### config.mk
export PLATFORM = sky130hd
export DESIGN_NAME = clock_divider
export DESIGN_NICKNAME = d
export VERILOG_FILES = /design/src/rtl/clock_divider.sv
export SDC_FILE = /design/constraint.sdc
export NUM_CORES = 1
export LEC_CHECK = 0
export ABC_AREA = 1
export CORE_ASPECT_RATIO = 0.9
export CORE_MARGIN = 2
export CORE_UTILIZATION = 40
export CTS_CLUSTER_SIZE = 25
export DETAILED_ROUTE_END_ITERATION = 7
export PLACE_DENSITY = 0.64
export SLEW_MARGIN = 10
export SYNTH_ARGS = -nofsm -noshare
export SYNTH_HDL_FRONTEND = slang
export SYNTH_SLANG_ARGS = --single-unit
export TNS_END_PERCENT = 50
### constraint.sdc
create_clock -name clk -period 2.86 [get_ports clk]
set_input_delay 0.286 -clock clk [delete_from_list [all_inputs] [get_ports clk]]
set_output_delay 0.286 -clock clk [all_outputs]
set_load 0.01 [all_outputs]
### src/rtl/clock_divider.sv
// rtl/clock_divider.sv - programmable glitch-free clock divider and tick generator
module clock_divider #(
    parameter int WIDTH       = 8,
    parameter int DEFAULT_DIV = 2
) (
    input  logic             clk,       // system clock, rising edge
    input  logic             reset,     // asynchronous, active-high
    input  logic             enable,    // run request
    input  logic [WIDTH-1:0] div,       // requested divide ratio
    input  logic             div_load,  // one-cycle strobe to request adoption of div
    input  logic             mode,      // 0 = square wave, 1 = pulse
    output logic             clk_out,   // divided clock
    output logic             tick,      // first cycle of every output period
    output logic             running,   // a period is in progress
    output logic             busy,      // validated ratio waiting for a boundary
    output logic             div_err    // div_load rejected (div < 2)
);

    typedef enum logic [1:0] {
        IDLE     = 2'd0,
        RUN      = 2'd1,
        STOPPING = 2'd2
    } state_t;

    state_t           state_q, state_d;
    logic [WIDTH-1:0] cnt_q, cnt_d;
    logic [WIDTH-1:0] ratio_q, ratio_d;
    logic [WIDTH-1:0] pending_q, pending_d;
    logic             busy_q, busy_d;
    logic             active_mode_q, active_mode_d;
    logic             clk_out_q, clk_out_d;
    logic             tick_q, tick_d;
    logic             running_q, running_d;
    logic             div_err_q, div_err_d;

    logic             in_period;
    logic             last_cnt;
    logic             boundary;
    logic             load_ok;
    logic             sq_high;

    always_comb begin
        in_period = (state_q != IDLE);
        last_cnt  = (cnt_q == ratio_q - WIDTH'(1));
        // every IDLE cycle counts as a boundary so idle loads are adopted at once
        boundary  = !in_period || last_cnt;
        load_ok   = div_load && (div >= WIDTH'(2));
        // high for the first ceil(N/2) counts of the period
        sq_high   = (cnt_q < (ratio_q - (ratio_q >> 1)));

        state_d       = state_q;
        cnt_d         = cnt_q;
        ratio_d       = ratio_q;
        pending_d     = pending_q;
        busy_d        = busy_q;
        active_mode_d = active_mode_q;

        // adoption looks only at the registered pending value; a load arriving
        // on a boundary re-arms busy and waits for the next one
        if (boundary) begin
            active_mode_d = mode;
            if (busy_q) begin
                ratio_d = pending_q;
                busy_d  = 1'b0;
            end
        end
        if (load_ok) begin
            pending_d = div;
            busy_d    = 1'b1;
        end

        case (state_q)
            IDLE: begin
                cnt_d = '0;
                if (enable) begin
                    state_d = RUN;
                end
            end
            RUN: begin
                cnt_d = last_cnt ? '0 : cnt_q + WIDTH'(1);
                if (!enable) begin
                    state_d = STOPPING;
                end
            end
            STOPPING: begin
                if (last_cnt) begin
                    state_d = IDLE;
                    cnt_d   = '0;
                end else begin
                    cnt_d = cnt_q + WIDTH'(1);
                end
            end
            default: begin
                state_d = IDLE;
                cnt_d   = '0;
            end
        endcase

        // outputs describe the current count and appear one edge later
        running_d = in_period;
        tick_d    = in_period && (cnt_q == '0);
        clk_out_d = in_period && (active_mode_q ? (cnt_q == '0) : sq_high);
        div_err_d = div_load && !load_ok;
    end

    always_ff @(posedge clk or posedge reset) begin
        if (reset) begin
            state_q       <= IDLE;
            cnt_q         <= '0;
            ratio_q       <= WIDTH'(DEFAULT_DIV);
            pending_q     <= WIDTH'(DEFAULT_DIV);
            busy_q        <= 1'b0;
            active_mode_q <= 1'b0;
            clk_out_q     <= 1'b0;
            tick_q        <= 1'b0;
            running_q     <= 1'b0;
            div_err_q     <= 1'b0;
        end else begin
            state_q       <= state_d;
            cnt_q         <= cnt_d;
            ratio_q       <= ratio_d;
            pending_q     <= pending_d;
            busy_q        <= busy_d;
            active_mode_q <= active_mode_d;
            clk_out_q     <= clk_out_d;
            tick_q        <= tick_d;
            running_q     <= running_d;
            div_err_q     <= div_err_d;
        end
    end

    assign clk_out = clk_out_q;
    assign tick    = tick_q;
    assign running = running_q;
    assign busy    = busy_q;
    assign div_err = div_err_q;

endmodule

==> flow_summary_export.csv, run 1 <==
group,metric,value,unit
layout,multi_input_area,1239,µm²
logic_synthesis,synth_top_cell_area_share,33.96,%
layout,drive_gt1_share,7.492,%
setup_path,critical_path_arrival,2.83,ns
job,max_cap_violations,0,
global_routing,grt_max_degree,33,
global_routing,antenna_found_initial,0,
detailed_routing,drc,0,
setup_path,critPathCaptureType,"register",
clock_network,htreeDepth,2,
logic_synthesis,synth_edf_count,0,
clock_network,cts_tree,"done",
floorplan,ios,18,
detailed_routing,detail-route-antenna-nets,0,
sta,worst_slack,0.2520,ns
placed_design,io_buffers,17,
floorplan,die_w,82.37,µm
clock_network,clk_pin_slew,0.07,ns
pwr,power_density,1066,nW/µm²
logic_synthesis,yosysTopAreaCell,"dfrtp_1",
logic_synthesis,synth_cell_types,28,
setup_path,timing.rr.start,"ratio_q[1]",
floorplan,die_h,74.53,µm
detailed_routing,wire_per_inst,12.26,µm
setup_path,slowest_delay,0.59,ns
pwr,switching_power,0.001266,W
global_routing,grtUsageTotal,16.88,%
detailed_routing,drt_iter0_drc,79,
clock_network,ctsResizeCount,0,
detailed_routing,drt_wl_total,4.584,mm
pwr,p_leak,1.332,nW
logic_synthesis,synth_top_family_by_area,"simple AND/OR/NAND/NOR gates",
setup_path,critPathLaunchType,"register",
setup_path,cp_top_family,"adder cells",
logic_synthesis,yosys.area_share.simple,29.09,%
sta,min_period,2.608,ns
logic_synthesis,synth_mux_area_share,0,%
logic_synthesis,synth_nets,327,
layout,num_antenna_cells,0,
floorplan,rows,25,
global_routing,overflow,0,
setup_path,reg2regPathDepth,14,
logic_synthesis,synth_ff_type,"dfrtp_1",
logic_synthesis,syn_area,2211,µm²
layout,layout.cells.non_filler,374,
clock_network,clock_sinks,32,
placed_design,dp.cells,366,
logic_synthesis,synthTopCellsByArea,"dfrtp_1 (34%), ha_1 (16%), nand2_1 (15%)",
sta,finalMaxSlewViolations,0,
sta,hold_viol,0,
pwr,p_comb_share,57.4,%
floorplan,start_util,41.82,%
setup_path,slowest_stage,"dfstp_2",
sta,tns,0,ns
outcome,status,"complete, no violations",
sta,setup-violations-final,0,
setup_path,criticalPathCategory,"reg2reg",
pwr,intPower,0.001456,W
logic_synthesis,yosysSeqAreaShare,36.33,%
clock_network,cts_buffer_depth,2,
clock_network,clock_latency,0.30,ns
sta,rsz0062_at_grt,"no",
pwr,power_frac_seq,26.5,%
layout,syn2layout_area_growth,15.51,%
setup_path,required,3.08,ns
detailed_routing,vias_per_cell,4.754,
logic_synthesis,ys_seq_elements,32,
layout,fin_nets,349,
logic_synthesis,synthXorXnorAreaFrac,4.358,%
logic_synthesis,synthAdderAreaFrac,17.32,%
sta,fin_hold_ws,0.3844,ns
setup_path,worstPathMaxFanout,5,
sta,fin_worst_skew,0.009132,ns
sta,slew-limit-headroom,71.16,%
sta,worst_pin_slew,0.4326,ns
detailed_routing,vias,1778,
min_path,hold_path.class,"in2async",
setup_path,cp_num_buf_inv,1,
layout,layout_common_cells,"nand2_1 (86), inv_1 (33), dfrtp_1 (30)",
layout,layout_commonest_cell,"nand2_1",
global_routing,grt_pass1_wl,7.569,mm
placed_design,gp_congestion,0.8179,
clock_network,ctsHoldBuffers,0,
floorplan,dieArea,6139,µm²
setup_path,r2r_end,"clk_out",
detailed_routing,firstDrtPassIters,5,
layout,register_area,803.3,µm²
placed_design,dp_hpwl,3.515,mm
setup_path,critical_path.cell_chain,"ha_1 -> inv_1 -> fa_1 -> nand2_1 -> nand2_1 -> nand2_1 -> nand2_1 -> a21oi_1 -> xor2_1 -> ha_1 -> nand4_1 -> a21o_1 -> nand3_1 -> a21oi_1",
floorplan,core_area,5286,µm²
clock_network,cts-root-buf,"clkbuf_8",
layout,num-fill-cells,547,
sta,fin_crit_sh,91.19,%
logic_synthesis,async_flop_share,100.0,%
pwr,switching_share,46.51,%
setup_path,crit_top_cell,"nand2_1",
pwr,ir_worst_vdd,0.4054,mV
sta,fmax,383.4,MHz
global_routing,grt_pass1_vias,1637,
clock_network,cts_buffers,5,
setup_path,cp_num_cells,14,
clock_network,post_cts_buffers,0,
logic_synthesis,ys_warn_count,0,
logic_synthesis,synth_compound_area_share,5.263,%
placed_design,pre_cts_ws,0.2876,ns
logic_synthesis,syn_inst,284,
logic_synthesis,syn_avg_cell_area,7.785,µm²
pwr,p_clk_share,16.2,%
setup_path,rrSetupSlack,0.25,ns
[cell usage after synthesis, drive strengths merged, types with 2 or more instances]
cell	n
nor2	18
nand3	28
nand3b	2
nor3	4
ha	29
nand4	3
nand2	90
o21ai	7
dfrtp	30
nor4	2
dfstp	2
a21oi	12
xor2	8
inv	38
xnor2	3
buf	3
[layer usage]
| metal | vias up | global-route usage, % | part of all wire [%] |
|---|---|---|---|
| met5 | - | 0 | 0 |
| met4 | 0 | 7.222 | 1.8 |
| met3 | 6 | 3.641 | 4.0 |
| met2 | 33 | 26.43 | 43 |
| met1 | 793 | 22.57 | 51 |
| li1 | 946 | - | - |
[worst reg2reg max path: stages (launching register included)]
cell	delay, ns
dfstp_2	0.59
ha_1	0.18
inv_1	0.06
fa_1	0.40
nand2_1	0.11
nand2_1	0.06
nand2_1	0.08
nand2_1	0.05
a21oi_1	0.17
xor2_1	0.20
ha_1	0.27
nand4_1	0.09
a21o_1	0.08
nand3_1	0.08
a21oi_1	0.13
[registers in the layout, summed over array words and instances, names as in the netlist]
name	cells
cnt_q	8
pending_q	8
ratio_q	8
state_q	2
active_mode_q	1
busy	1
clk_out	1
div_err	1
running	1
tick	1
[worst max-delay path by stage]
stage | start | endpoint
floorplan | ratio_q[1] | clk_out
global placement | ratio_q[1] | clk_out
detailed placement | ratio_q[1] | clk_out
CTS | ratio_q[1] | clk_out
global route | ratio_q[1] | clk_out
finish | ratio_q[1] | clk_out
[cell families after synthesis]
| family | Yosys count |
|---|---|
| buffers and inverters | 41 |
| xor gates and xnor gates | 11 |
| and+or+nand+nor | 148 |
| AOI/OAI and AO/OA | 22 |
| DFF | 32 |
| adders and majority gates | 30 |
[per-stage QoR]
step / util (%) / power [W] / area (µm²)
4_1_cts: 48.31 / 0.002738 / 2554
5_1_grt: 48.31 / 0.003016 / 2554
6_report: 48.31 / 0.002723 / 2554
3_5_place_dp: 46.27 / 0.002288 / 2446
3_3_place_gp: 46.27 / 0.002251 / 2446
2_1_floorplan: - / 0.001918 / 2211
[power groups by stage]
stage          sequential, W  combinational [W]  clock [W]
3_3_place_gp        0.000721            0.00153          0
5_1_grt             0.000743            0.00180   0.000469
3_5_place_dp        0.000730            0.00156          0
2_1_floorplan       0.000691            0.00123          0
6_report            0.000721            0.00156   0.000440
4_1_cts             0.000721            0.00157   0.000450
[layout make-up]
class | count | area share [%]
repair buffers | 18 | 6.957
inverters | 38 | 5.586
flip-flops and latches | 32 | 31.46
clock buffers | 6 | 2.842
clock inverters | 2 | 1.372
multi-input cells | 211 | 48.51
well taps | 67 | 3.283
(Power assumes the default switching activity.)
==> inputs of run 2 (changes only) <==
Settings changed: CTS_CLUSTER_SIZE 25 to 24, SLEW_MARGIN 10 to unset.
==> results of run 2 <==
Same layout as run 1: the final DEF is identical, and so are final timing and power.
==> inputs of run 3 (changes only) <==
Settings changed: ABC_AREA 1 to unset, PLACE_DENSITY 0.64 to 0.65.
==> run 3 against run 2 <==
Hold slack lost 0.0034 ns. Final cell count shrank 20%. Sequential share of layout area grew 0.50 points. Clock power shrank 3%. Combinational power grew 5%. Critical path type unchanged.
==> flow_summary_export.csv, run 3 <==
group,metric,value,unit
outcome,status,"complete, no violations",
sta,min_period,2.522,ns
clock_network,clock_sinks,32,
pwr,p_leak,1.212,nW
global_routing,met1_usage,21.02,%
layout,top_regs,"cnt_q x8, pending_q x8, ratio_q x8",
global_routing,grt_pass1_wl,6.748,mm
setup_path,criticalPathCategory,"reg2reg",
logic_synthesis,synth_top_cell_area_share,35.07,%
global_routing,grt_max_degree,33,
logic_synthesis,ys_seq_elements,32,
floorplan,rows,25,
floorplan,core_area,5192,µm²
floorplan,dieArea,5954,µm²
clock_network,cts-root-buf,"clkbuf_8",
layout,layout_common_cells,"dfrtp_1 (30), ha_1 (29), nand2_1 (28)",
layout,fin_nets,275,
logic_synthesis,syn_avg_cell_area,10.24,µm²
layout,syn2layout_area_growth,17.42,%
detailed_routing,vias,1414,
min_path,hold_path.class,"in2async",
logic_synthesis,synth_cell_types,39,
clock_network,cts_buffer_depth,2,
floorplan,start_util,41.23,%
global_routing,grtUsageTotal,15.13,%
floorplan,die_h,73.41,µm
sta,setup-violations-final,0,
logic_synthesis,synth.most_common_cell,"dfrtp_1",
global_routing,overflow,0,
sta,rsz0062_at_grt,"no",
logic_synthesis,yosysTopAreaCell,"dfrtp_1",
global_routing,use_met2,22.59,%
layout,fin_area,2514,µm²
logic_synthesis,yosysSeqAreaShare,37.52,%
detailed_routing,wire_per_inst,12.52,µm
placed_design,placedInstanceArea,2396,µm²
placed_design,gp_congestion,0.8099,
logic_synthesis,synthTopCellsByArea,"dfrtp_1 (35%), ha_1 (17%), mux2_4 (5.6%)",
global_routing,antenna_found_initial,0,
placed_design,io_buffers,17,
pwr,power_density,1122,nW/µm²
logic_synthesis,ys_warn_count,0,
floorplan,die_w,81.12,µm
layout,drive_gt1_share,12.88,%
detailed_routing,firstDrtPassIters,4,
clock_network,clk_pin_slew,0.07,ns
logic_synthesis,synth_edf_count,0,
sta,fin_crit_sh,88.17,%
clock_network,clock_latency,0.28,ns
setup_path,worstPathMaxFanout,5,
global_routing,grt_pass1_vias,1400,
layout,layout.cells.non_filler,300,
placed_design,dp.cells,292,
detailed_routing,drt_wl_total,3.756,mm
detailed_routing,drt_iter0_drc,93,
sta,fin_worst_skew,0.005654,ns
setup_path,critPathLaunchType,"register",
global_routing,busiest_layer,"met2",
logic_synthesis,synth_ff_type,"dfrtp_1",
sta,finalMaxSlewViolations,0,
layout,num_antenna_cells,0,
sta,hold_viol,0,
sta,worst_pin_slew,0.4169,ns
global_routing,grt_use_met3,3.686,%
layout,utilization,48.41,%
logic_synthesis,syn_area,2141,µm²
floorplan,ios,18,
logic_synthesis,synth_top_cells_by_count,"dfrtp_1 (30), ha_1 (29), nand2_1 (28), inv_1 (22), nor2_1 (16)",
logic_synthesis,async_flop_share,100.0,%
layout,layout_commonest_cell,"dfrtp_1",
sta,tns,0,ns
sta,fmax,396.6,MHz
detailed_routing,detail-route-antenna-nets,0,
detailed_routing,drc,0,
clock_network,cts_tree,"done",
sta,slew-limit-headroom,72.00,%
setup_path,critical_path_arrival,2.69,ns
logic_synthesis,synth_nets,252,
clock_network,htreeDepth,2,
detailed_routing,vias_per_cell,4.713,
setup_path,critPathCaptureType,"register",
pwr,ir_worst_vdd,0.3426,mV
setup_path,required,3.03,ns
logic_synthesis,syn_inst,209,
clock_network,post_cts_buffers,0,
sta,fin_hold_ws,0.3810,ns
job,max_cap_violations,0,
clock_network,cts_buffers,5,
placed_design,dp_hpwl,2.924,mm
-- run 3: cell count changes in the layout (fill, tap and decap cells not counted), sizes merged, moves of 3 or more --
cell    delta
xor2       +4
xnor2     +10
nand3     -24
inv       -16
a21oi      -7
mux2      +12
nor3       -3
a21boi     +3
nand2     -62
-- run 3: final cells by class --
type	instances	area, µm²
fillers	517	2679
clock inverters	3	42.54
clock buffers	5	68.82
multi-input cells	152	1247
well taps	67	83.83
flip-flops and latches	32	803.3
inverters	22	82.58
repair buffers	19	185.2
-- run 3: through the flow --
step           total power, W  setup WS, ns
2_1_floorplan        0.002033        0.4594
3_3_place_gp         0.002358        0.3028
3_5_place_dp         0.002393        0.1903
4_1_cts              0.002842        0.1792
5_1_grt              0.003130       0.07371
6_report             0.002819        0.3383
-- run 3: final timing paths --
check / slack [ns] / from / endpoint / cells after the start
min: 0.38 / reset / busy / 3
min in group clk: 0.46 / pending_q[1] / pending_q[1] / 2
max: 0.34 / ratio_q[1] / clk_out / 12
max in group asynchronous: 2.16 / reset / ratio_q[1] / 3
min reg2reg: 0.46 / pending_q[1] / pending_q[1] / 2
max reg2reg: 0.34 / ratio_q[1] / clk_out / 12
-- run 3: timing repair --
| item | in CTS | in global routing |
|---|---|---|
| resized for setup | 0 | 2 |
| setup endpoints to repair | 0 | 1 |
| hold buffers | 0 | 0 |
-- run 3: logic make-up after synthesis --
| group | count (synthesis) | synth area share [%] |
|---|---|---|
| and+or+nand+nor | 63 | 14.38 |
| DFF | 32 | 37.52 |
| adders and majority gates | 30 | 17.88 |
| xor gates and xnor gates | 25 | 10.23 |
| buffers and inverters | 25 | 4.500 |
| AOI/OAI and AO/OA | 22 | 7.773 |
| muxes | 12 | 7.715 |
-- run 3: layer usage --
metal | share of wire (%) | routed length (µm)
met5 | 0 | 0
met2 | 45 | 1678
met1 | 51 | 1905
met4 | 1.4 | 54
met3 | 3.1 | 117
-- run 3: power by group --
group	leakage (nW)	switching (W)	internal (W)
Clock	0.0541	0.000170	0.000258
Combinational	0.762	0.000832	0.000810
Sequential	0.396	0.000157	0.000592
-- run 3: worst max-delay path: stages, from the launching register on --
cell and delay (ns):
dfstp_2 0.58, inv_1 0.07, ha_1 0.28, o21ba_2 0.20
o21ai_1 0.23, a221oi_2 0.11, o21bai_1 0.15, a21oi_1 0.09
xnor2_1 0.13, ha_1 0.28, nor2_1 0.04, o21ai_0 0.13
o21ai_0 0.10
